`src/rtl/mul_pkg.sv`:
```
// Shared types and constants for the iterative multiplier.
package mul_pkg;

    typedef enum logic [1:0] {IDLE, BUSY, DONE} mul_state_t;

    localparam int MUL_W = 32;

    // Number of BUSY cycles needed to retire all multiplier bits.
    function automatic int n_iter(input int iter_bits);
        return MUL_W / iter_bits;
    endfunction

endpackage

```
`src/rtl/is_zero32.sv`:
```
// 32-bit zero detector used for the product flags.
module is_zero32 (
    input  logic [31:0] din,
    output logic        is_zero
);

    assign is_zero = (din == 32'd0);

endmodule

```
`src/rtl/seq_mul32.sv`:
```
// Iterative 32x32 unsigned shift-add multiplier with valid/ready on both sides.
//
// state | meaning
// ------+---------------------------------------------------------------
// IDLE  | waiting for operands, in_ready = 1
// BUSY  | retiring ITER_BITS multiplier bits per cycle
// DONE  | product held on prod_hi/prod_lo, out_valid = 1 until out_ready
module seq_mul32
    import mul_pkg::*;
#(
    parameter int ITER_BITS = 1
) (
    input  logic        clk,
    input  logic        rst_n,
    input  logic        in_valid,
    output logic        in_ready,
    input  logic [31:0] a,
    input  logic [31:0] b,
    output logic        out_valid,
    input  logic        out_ready,
    output logic [31:0] prod_lo,
    output logic [31:0] prod_hi,
    output logic        lo_zero,
    output logic        zero
);

    localparam int N_ITER = n_iter(ITER_BITS);
    localparam int CNT_W  = 6;
    // Accumulator plus room for the ITER_BITS shifted copies of the multiplicand.
    localparam int SUM_W  = MUL_W + 1 + ITER_BITS;

    mul_state_t        state_q, state_d;
    logic [MUL_W-1:0]  mcand_q, mcand_d;
    logic [MUL_W-1:0]  mplier_q, mplier_d;
    logic [MUL_W:0]    acc_q, acc_d;
    logic [CNT_W-1:0]  cnt_q, cnt_d;

    logic [SUM_W-1:0]  addend;
    logic [SUM_W-1:0]  sum;
    logic              hi_zero;

    // Sum of the multiplicand copies selected by the low multiplier bits, added to the accumulator.
    always_comb begin
        addend = '0;
        for (int j = 0; j < ITER_BITS; j++) begin
            if (mplier_q[j]) begin
                addend = addend + (SUM_W'(mcand_q) << j);
            end
        end
        sum = SUM_W'(acc_q) + addend;
    end

    // Next-state and datapath update.
    always_comb begin
        state_d  = state_q;
        mcand_d  = mcand_q;
        mplier_d = mplier_q;
        acc_d    = acc_q;
        cnt_d    = cnt_q;
        case (state_q)
            IDLE: begin
                if (in_valid) begin
                    state_d  = BUSY;
                    mcand_d  = a;
                    mplier_d = b;
                    acc_d    = '0;
                    cnt_d    = '0;
                end
            end
            BUSY: begin
                // Shift {sum, multiplier} right: low sum bits become product low bits.
                acc_d    = sum[SUM_W-1:ITER_BITS];
                mplier_d = {sum[ITER_BITS-1:0], mplier_q[MUL_W-1:ITER_BITS]};
                cnt_d    = cnt_q + CNT_W'(1);
                if (cnt_q == CNT_W'(N_ITER - 1)) begin
                    state_d = DONE;
                end
            end
            DONE: begin
                if (out_ready) begin
                    state_d = IDLE;
                end
            end
            default: begin
                state_d = IDLE;
            end
        endcase
    end

    // State and datapath registers.
    always_ff @(posedge clk or negedge rst_n) begin
        if (!rst_n) begin
            state_q  <= IDLE;
            mcand_q  <= '0;
            mplier_q <= '0;
            acc_q    <= '0;
            cnt_q    <= '0;
        end else begin
            state_q  <= state_d;
            mcand_q  <= mcand_d;
            mplier_q <= mplier_d;
            acc_q    <= acc_d;
            cnt_q    <= cnt_d;
        end
    end

    assign in_ready  = (state_q == IDLE);
    assign out_valid = (state_q == DONE);
    assign prod_lo   = mplier_q;
    assign prod_hi   = acc_q[MUL_W-1:0];

    is_zero32 u_lo_zero (
        .din     (prod_lo),
        .is_zero (lo_zero)
    );

    is_zero32 u_hi_zero (
        .din     (prod_hi),
        .is_zero (hi_zero)
    );

    assign zero = lo_zero & hi_zero;

endmodule
```
`config.mk`:
```
export PLATFORM = sky130hd
export DESIGN_NAME = seq_mul32
export DESIGN_NICKNAME = d
export VERILOG_FILES = /design/src/rtl/mul_pkg.sv /design/src/rtl/is_zero32.sv /design/src/rtl/seq_mul32.sv
export SDC_FILE = /design/constraint.sdc
export NUM_CORES = 1
export LEC_CHECK = 0
export CAP_MARGIN = 20
export CELL_PAD_IN_SITES_DETAIL_PLACEMENT = 0
export CELL_PAD_IN_SITES_GLOBAL_PLACEMENT = 1
export CORE_UTILIZATION = 41
export CTS_CLUSTER_SIZE = 28
export DETAILED_ROUTE_END_ITERATION = 8
export PLACE_DENSITY = 0.86
export SYNTH_ARGS = -nofsm -noshare
export SYNTH_HDL_FRONTEND = slang
export SYNTH_HIERARCHICAL = 1
export SYNTH_SLANG_ARGS = --single-unit
```
`constraint.sdc`:
```
create_clock -name clk -period 5.27 [get_ports clk]
set_clock_uncertainty 0.1 [all_clocks]
set_input_delay 1.054 -clock clk [delete_from_list [all_inputs] [get_ports clk]]
set_output_delay 1.054 -clock clk [all_outputs]
set_load 0.05 [all_outputs]
```
==> results of run 1 <==
==> state kept, by name, indices dropped and copies added (netlist names) <==
| register | flops |
|---|---|
| acc_q | 33 |
| cnt_q | 6 |
| mcand_q | 32 |
| prod_lo | 32 |
| state_q | 2 |
==> routing by layer <==
metal  GRT usage  part of all wire
met3      0.0398             0.036
met1       0.302              0.47
met2       0.361              0.47
met4      0.0784             0.021
met5           0                 0
==> worst paths after layout <==
kind | from | endpoint | slack (ns) | cells after the start
max | prod_lo[0]$_DFFE_PN0P_ | zero | 1.29 | 5
min reg2reg | mcand_q[22]$_DFFE_PN0P_ | mcand_q[22]$_DFFE_PN0P_ | 0.37 | 2
max in group asynchronous | rst_n | acc_q[23]$_DFFE_PN0P_ | 3.33 | 2
max reg2reg | prod_lo[0]$_DFFE_PN0P_ | acc_q[31]$_DFFE_PN0P_ | 1.82 | 12
min in group asynchronous | rst_n | prod_lo[14]$_DFFE_PN0P_ | 0.70 | 1
min | mcand_q[22]$_DFFE_PN0P_ | mcand_q[22]$_DFFE_PN0P_ | 0.37 | 2
==> power breakdown <==
| group | total (µW) | switching, µW | internal [µW] |
|---|---|---|---|
| logic | 3870 | 2390 | 1490 |
| registers | 1650 | 433 | 1220 |
| clock network | 666 | 335 | 331 |
==> placed cells by master, fill, tap and decap left out, types with 4 or more instances in the layout <==
cell             netlist  final
o21ai_0               37     37
xnor2_1                9      9
clkbuf_16              0      9
o21bai_1               5      5
dfrtp_1              105    105
and2_1                36     36
ha_1                  33     33
inv_1                  7      7
nand3_1               23     23
nand2b_1               5      4
o21ai_1               16     16
clkdlybuf4s50_1        0    134
nor2b_1                6      6
inv_6                  0      4
nor2_1                80     80
o22ai_1               33     33
and3_1                 7      7
a21oi_1               37     37
a21o_1                 6      6
nor4_1                15     15
o21a_1                 7      7
nand2_1              148    147
xor2_1                16     16
nand4_1               12     12
buf_4                 32      7
nor3_1                 5      5
==> cell families (layout without fill, tap and decap cells) <==
| group | Yosys count | after routing | share of synthesized area |
|---|---|---|---|
| AND/OR/NAND/NOR | 351 | 351 | 0.254 |
| AO/OA/AOI/OAI | 176 | 176 | 0.175 |
| flip-flops | 105 | 105 | 0.407 |
| buffers and inverters | 77 | 165 | 0.0639 |
| adder cells (fa/ha/maj) | 34 | 34 | 0.0670 |
| XOR/XNOR | 25 | 25 | 0.0339 |
==> through the flow <==
stage	worst slack (ns)	total power, µW	hold slack, ns
6_report	1.29	6190	0.371
5_1_grt	1.03	6660	0.401
4_1_cts	1.25	6220	0.373
3_5_place_dp	1.65	5520	0.354
3_3_place_gp	1.74	5480	0.353
2_1_floorplan	1.88	4570	0.337
==> cell type report <==
type / count / area share
well taps: 211 / 0.0328
repair buffers: 142 / 0.177
flip-flops and latches: 105 / 0.326
inverters: 7 / 0.00326
multi-input cells: 586 / 0.426
clock buffers: 9 / 0.0280
clock inverters: 7 / 0.00746
==> worst max-delay path, cell delays in order (launching register included) <==
cell and delay [ns]:
dfrtp_1 0.74, nor4_1 0.43, nand4_1 0.18, nor2_1 0.18
and2_1 0.15, clkdlybuf4s50_1 0.80
==> Yosys cell counts (7+ instances only) <==
library cell / n
nand2_1: 148
dfrtp_1: 105
nor2_1: 80
a21oi_1: 37
o21ai_0: 37
and2_1: 36
clkbuf_1: 34
ha_1: 33
o22ai_1: 33
buf_4: 32
nand3_1: 23
o21ai_1: 16
xor2_1: 16
nor4_1: 15
nand4_1: 12
xnor2_1: 9
and3_1: 7
inv_1: 7
o21a_1: 7
==> impl_results.md, run 1 <==
* Clk root buf: clkbuf_16
* Routed Antenna Nets at 0
* Post-CTS Resized at 0
* Routability congestion estimate at 0.859
* Cell Rows at 45
* RSZ-0062 raised after global routing: false
* Hpwl dp at 12,200 µm
* Reg area at 2630 µm²
* Largest net degree at the start of global routing at 84
* Chip Width at 128 µm
* Yosys reg bits at 105
* Crit. End Element: output pin
* Fin area at 8050 µm²
* Clock Pin Slew Worst Setup and Hold Paths at 0.08 ns
* Pleak at 0.00348 µW
* Nets at 953
* Drt wl/cell at 16.1 µm
* Placed cell areas at 7740 µm²
* DR iter-0 viols at 379
* Pwr dens at 769 nW/µm²
* Slew Limit Headroom at 0.385
* Critical path required time at 4.12 ns
* Min cycle time layout at 3.98 ns
* Unique cell type count in the Yosys netlist at 57
* # hold bufs at CTS at 0
* Layout Cells excl Fill at 1,067
* YS warnings at 6
* Net count after synthesis at 870
* Port Buf Inserts at 135
* Latest clock arrival within the worst-skew pair at 0.36 ns
* Starting Density at 0.422
* First-pass GRT wire length at 28,500 µm
* Gr ovfl total at 0
* Antenna violations before repair at 0
* Final setup vio count at 0
* Max Freq at 251 MHz
* Vias per inst at 5.28
* Inst Count DP at 1,050
* Register area share after synthesis at 0.407
* Filler cells at 1,546
* Area growth from synthesis to layout at 24.6%
* Post-layout util at 0.526
* Synthesized instance count at 768
* Multi-input combinational cell area at 3430 µm²
* CP startpoint kind: flop
* Status: finished clean
* Arrival @ worst endpoint at 2.83 ns
* CTS tree: done
* Slew @ Worst Pin at 0.923 ns
* Die area at 16,300 µm²
* Kind of critical path: reg2out
* Clk buf depth at 2
* DR pass1 iterations at 4
* Core ar. at 15,300 µm²
* Max cap viols at 0
* # DRC at 0
* CTS buffer count at 9
* Post-synth EDFFs at 0
* Top FF cell, synth: dfrtp_1
* Post-synth ARST share at 1.00
* ANT cells at 0
* Max IR drop VDD at 0.371 mV
* Post-CTS Setup Inserts at 0
* H-tree Lvls at 3
* Yosys top cell by area: dfrtp_1
* Synth top area share at 0.407
* Clk sinks at 105
* Mapped cell area at 6460 µm²
* Total negative slack at 0 ns
* Die H at 128 µm
* Final hold violation count at 0
* Vias at 5,630
* I/O Pins at 136
* Share of cells above drive strength 1 at 0.0549
* Total wire length at 17,200 µm
* Period utilisation layout at 0.756
* Synth area leaders: dfrtp_1 41%, nand2_1 8.6%, ha_1 6.4%
* Hold Path Class: reg2reg
* Final Max Slew Viols at 0
* Vias in the first global route at 5,483
* Critical Path Fanout Max at 35
* Global Route Usage Sum at 0.224
* Mean Syn Cell Area at 8.41 µm²
Power figures use the tool's default switching activity.
==> inputs of run 2 (changes only) <==
Settings changed: CORE_UTILIZATION 41 to 38, PLACE_DENSITY 0.86 to 0.8.
Clock period 5.27 ns to 4 ns, I/O delays scaled along.
==> impl_results.md, run 2 (synthesis results as in run 1) <==
* Inst Count DP at 1,062 (+1.1%)
* Arrival @ worst endpoint at 2.53 ns (-0.30 ns)
* Post-layout util at 0.489 (-0.0369)
* Routed Antenna Nets at 0 (unchanged)
* Share of cells above drive strength 1 at 0.0571 (+0.00220)
* Critical path endpoint: zero
* Final hold violation count at 0 (unchanged)
* Commonest non-fill, non-tap cell in the layout: nand2_1
* DR iter-0 viols at 317 (-16%)
* Slew @ Worst Pin at 0.885 ns (-0.0376 ns)
* Kind of critical path: reg2out
* Port Buf Inserts at 135 (unchanged)
* Vias at 5,620 (-0.18%)
* Post-CTS Setup Inserts at 0 (unchanged)
* Largest register FFs at 33 (unchanged)
* Drt wl/cell at 16.7 µm (+3.5%)
* Min cycle time layout at 3.43 ns
* Vias in the first global route at 5,591 (+2.0%)
* FF-to-FF End: acc_q[31]$_DFFE_PN0P_
* Total negative slack at 0 ns (unchanged)
* Area growth from synthesis to layout at 25.4%
* Die H at 132 µm (+3.8%)
* Hold Slack at 0.372 ns (+0.000446 ns)
* Hold Path Class: reg2reg
* Chip Width at 132 µm (+3.8%)
* Most frequent cells in the layout: 147 x nand2_1, 134 x clkdlybuf4s50_1, 105 x dfrtp_1, 80 x nor2_1
* Final Max Slew Viols at 0 (unchanged)
* Max Freq at 291 MHz
* Pwr dens at 1010 nW/µm² (+32%)
* Status: finished clean
* Pleak at 0.00349 µW (+0.49%)
* Critical path required time at 3.10 ns (-1.02 ns)
* CTS tree: done
* Clk sinks at 105 (unchanged)
* Vias per inst at 5.21 (-1.2%)
* Crit. End Element: output pin
* Antenna violations before repair at 0 (unchanged)
* Largest net degree at the start of global routing at 106 (+26%)
* # hold bufs at CTS at 0 (unchanged)
* Filler cells at 1,666 (+7.8%)
* Max cap viols at 0 (unchanged)
* Gr ovfl total at 0 (unchanged)
* Hpwl dp at 12,700 µm (+4.4%)
* ANT cells at 0 (unchanged)
* Critical Path Fanout Max at 4 (-89%)
* Post-CTS Resized at 0 (unchanged)
* RSZ-0062 raised after global routing: false
* H-tree Lvls at 3 (unchanged)
* Nets at 955 (+0.21%)
* Starting Density at 0.390 (-0.0323)
* Reg2reg path depth at 11 (-1)
* Clk buf depth at 2 (unchanged)
* Total wire length at 18,000 µm (+4.6%)
* Global Route Usage Sum at 0.212 (-0.0119)
* RR Startpoint: prod_lo[0]$_DFFE_PN0P_
* I/O Pins at 136 (unchanged)
* DR pass1 iterations at 4 (unchanged)
* Latest clock arrival within the worst-skew pair at 0.36 ns (about the same)
* CP startpoint kind: flop
* Clock Pin Slew Worst Setup and Hold Paths at 0.08 ns (about the same)
* First-pass GRT wire length at 29,500 µm (+3.5%)
* Most flops, register: acc_q
* Clk root buf: clkbuf_16
* Final setup vio count at 0 (unchanged)
* Max IR drop VDD at 0.407 mV (+9.7%)
* Overall power at 8220 µW (+33%)
* Period utilisation layout at 0.858
* Core ar. at 16,600 µm² (+8.3%)
* Layout Cells excl Fill at 1,078 (+1.0%)
* Flop2flop setup slack at 0.76 ns (-1.06 ns)
* CP Launch Point: acc_q[18]$_DFFE_PN0P_
* Slew Limit Headroom at 0.410 (+0.0250)
* Die area at 17,500 µm² (+7.8%)
* # DRC at 0 (unchanged)
* CTS buffer count at 9 (unchanged)
* Cell Rows at 47 (+4.4%)
* Routability congestion estimate at 0.848 (-1.4%)
## run 2: worst min-delay path by stage
stage               depth (start not counted)  slack [ns]                    start                 endpoint
global placement                            2        0.35  mcand_q[18]$_DFFE_PN0P_  mcand_q[18]$_DFFE_PN0P_
global route                                2        0.40  mcand_q[26]$_DFFE_PN0P_  mcand_q[26]$_DFFE_PN0P_
CTS                                         2        0.37  mcand_q[27]$_DFFE_PN0P_  mcand_q[27]$_DFFE_PN0P_
finish                                      2        0.37  mcand_q[26]$_DFFE_PN0P_  mcand_q[26]$_DFFE_PN0P_
floorplan                                   2        0.34  mcand_q[31]$_DFFE_PN0P_  mcand_q[31]$_DFFE_PN0P_
detailed placement                          2        0.36  mcand_q[26]$_DFFE_PN0P_  mcand_q[26]$_DFFE_PN0P_
## run 2: routing by layer
metal,routed length [µm],vias to the layer above,global-route usage
met1,8150,2672,0.282
li1,-,2807,-
met2,8490,122,0.341
met4,310,0,0.0504
met3,1020,19,0.0586
met5,0,-,0
## run 2: where the power goes
group	leakage, µW	switching [µW]	internal, µW	total (µW)
clock network	0.000146	454	442	895
registers	0.00126	534	1600	2140
logic	0.00209	3210	1980	5190
total	0.00349	4200	4020	8220
## run 2: critical path, stage by stage, from the launching register on
cell and delay, ns:
dfrtp_1 0.42, nor4_1 0.44, nand4_1 0.22, nor2_1 0.15
and2_1 0.15, clkdlybuf4s50_1 0.80
## run 2: final cells by class
| type | instances | area (µm²) | share of cell area |
|---|---|---|---|
| clock buffer | 9 | 225 | 0.0278 |
| tap | 220 | 275 | 0.0340 |
| inverter | 7 | 26.3 | 0.00324 |
| clock inverter | 7 | 76.3 | 0.00942 |
| multi-input combinational | 586 | 3430 | 0.423 |
| sequential | 105 | 2630 | 0.324 |
| timing repair buffer | 144 | 1450 | 0.179 |
## run 2: metrics by stage
step	setup WS, ns	area [µm²]
after floorplan	0.863	6460
after CTS	0.530	8110
after global placement	0.843	7780
final	0.569	8110
after detailed placement	0.766	7800
after global routing	0.380	8110
==> inputs of run 3 (changes only) <==
Settings changed: ABC_CLOCK_PERIOD_IN_PS from default to 4000, CTS_CLUSTER_DIAMETER from default to 40, SKIP_CTS_REPAIR_TIMING from default to 1.
==> results of run 3 <==
The final DEF is identical to that of run 2; final timing and power are the same.
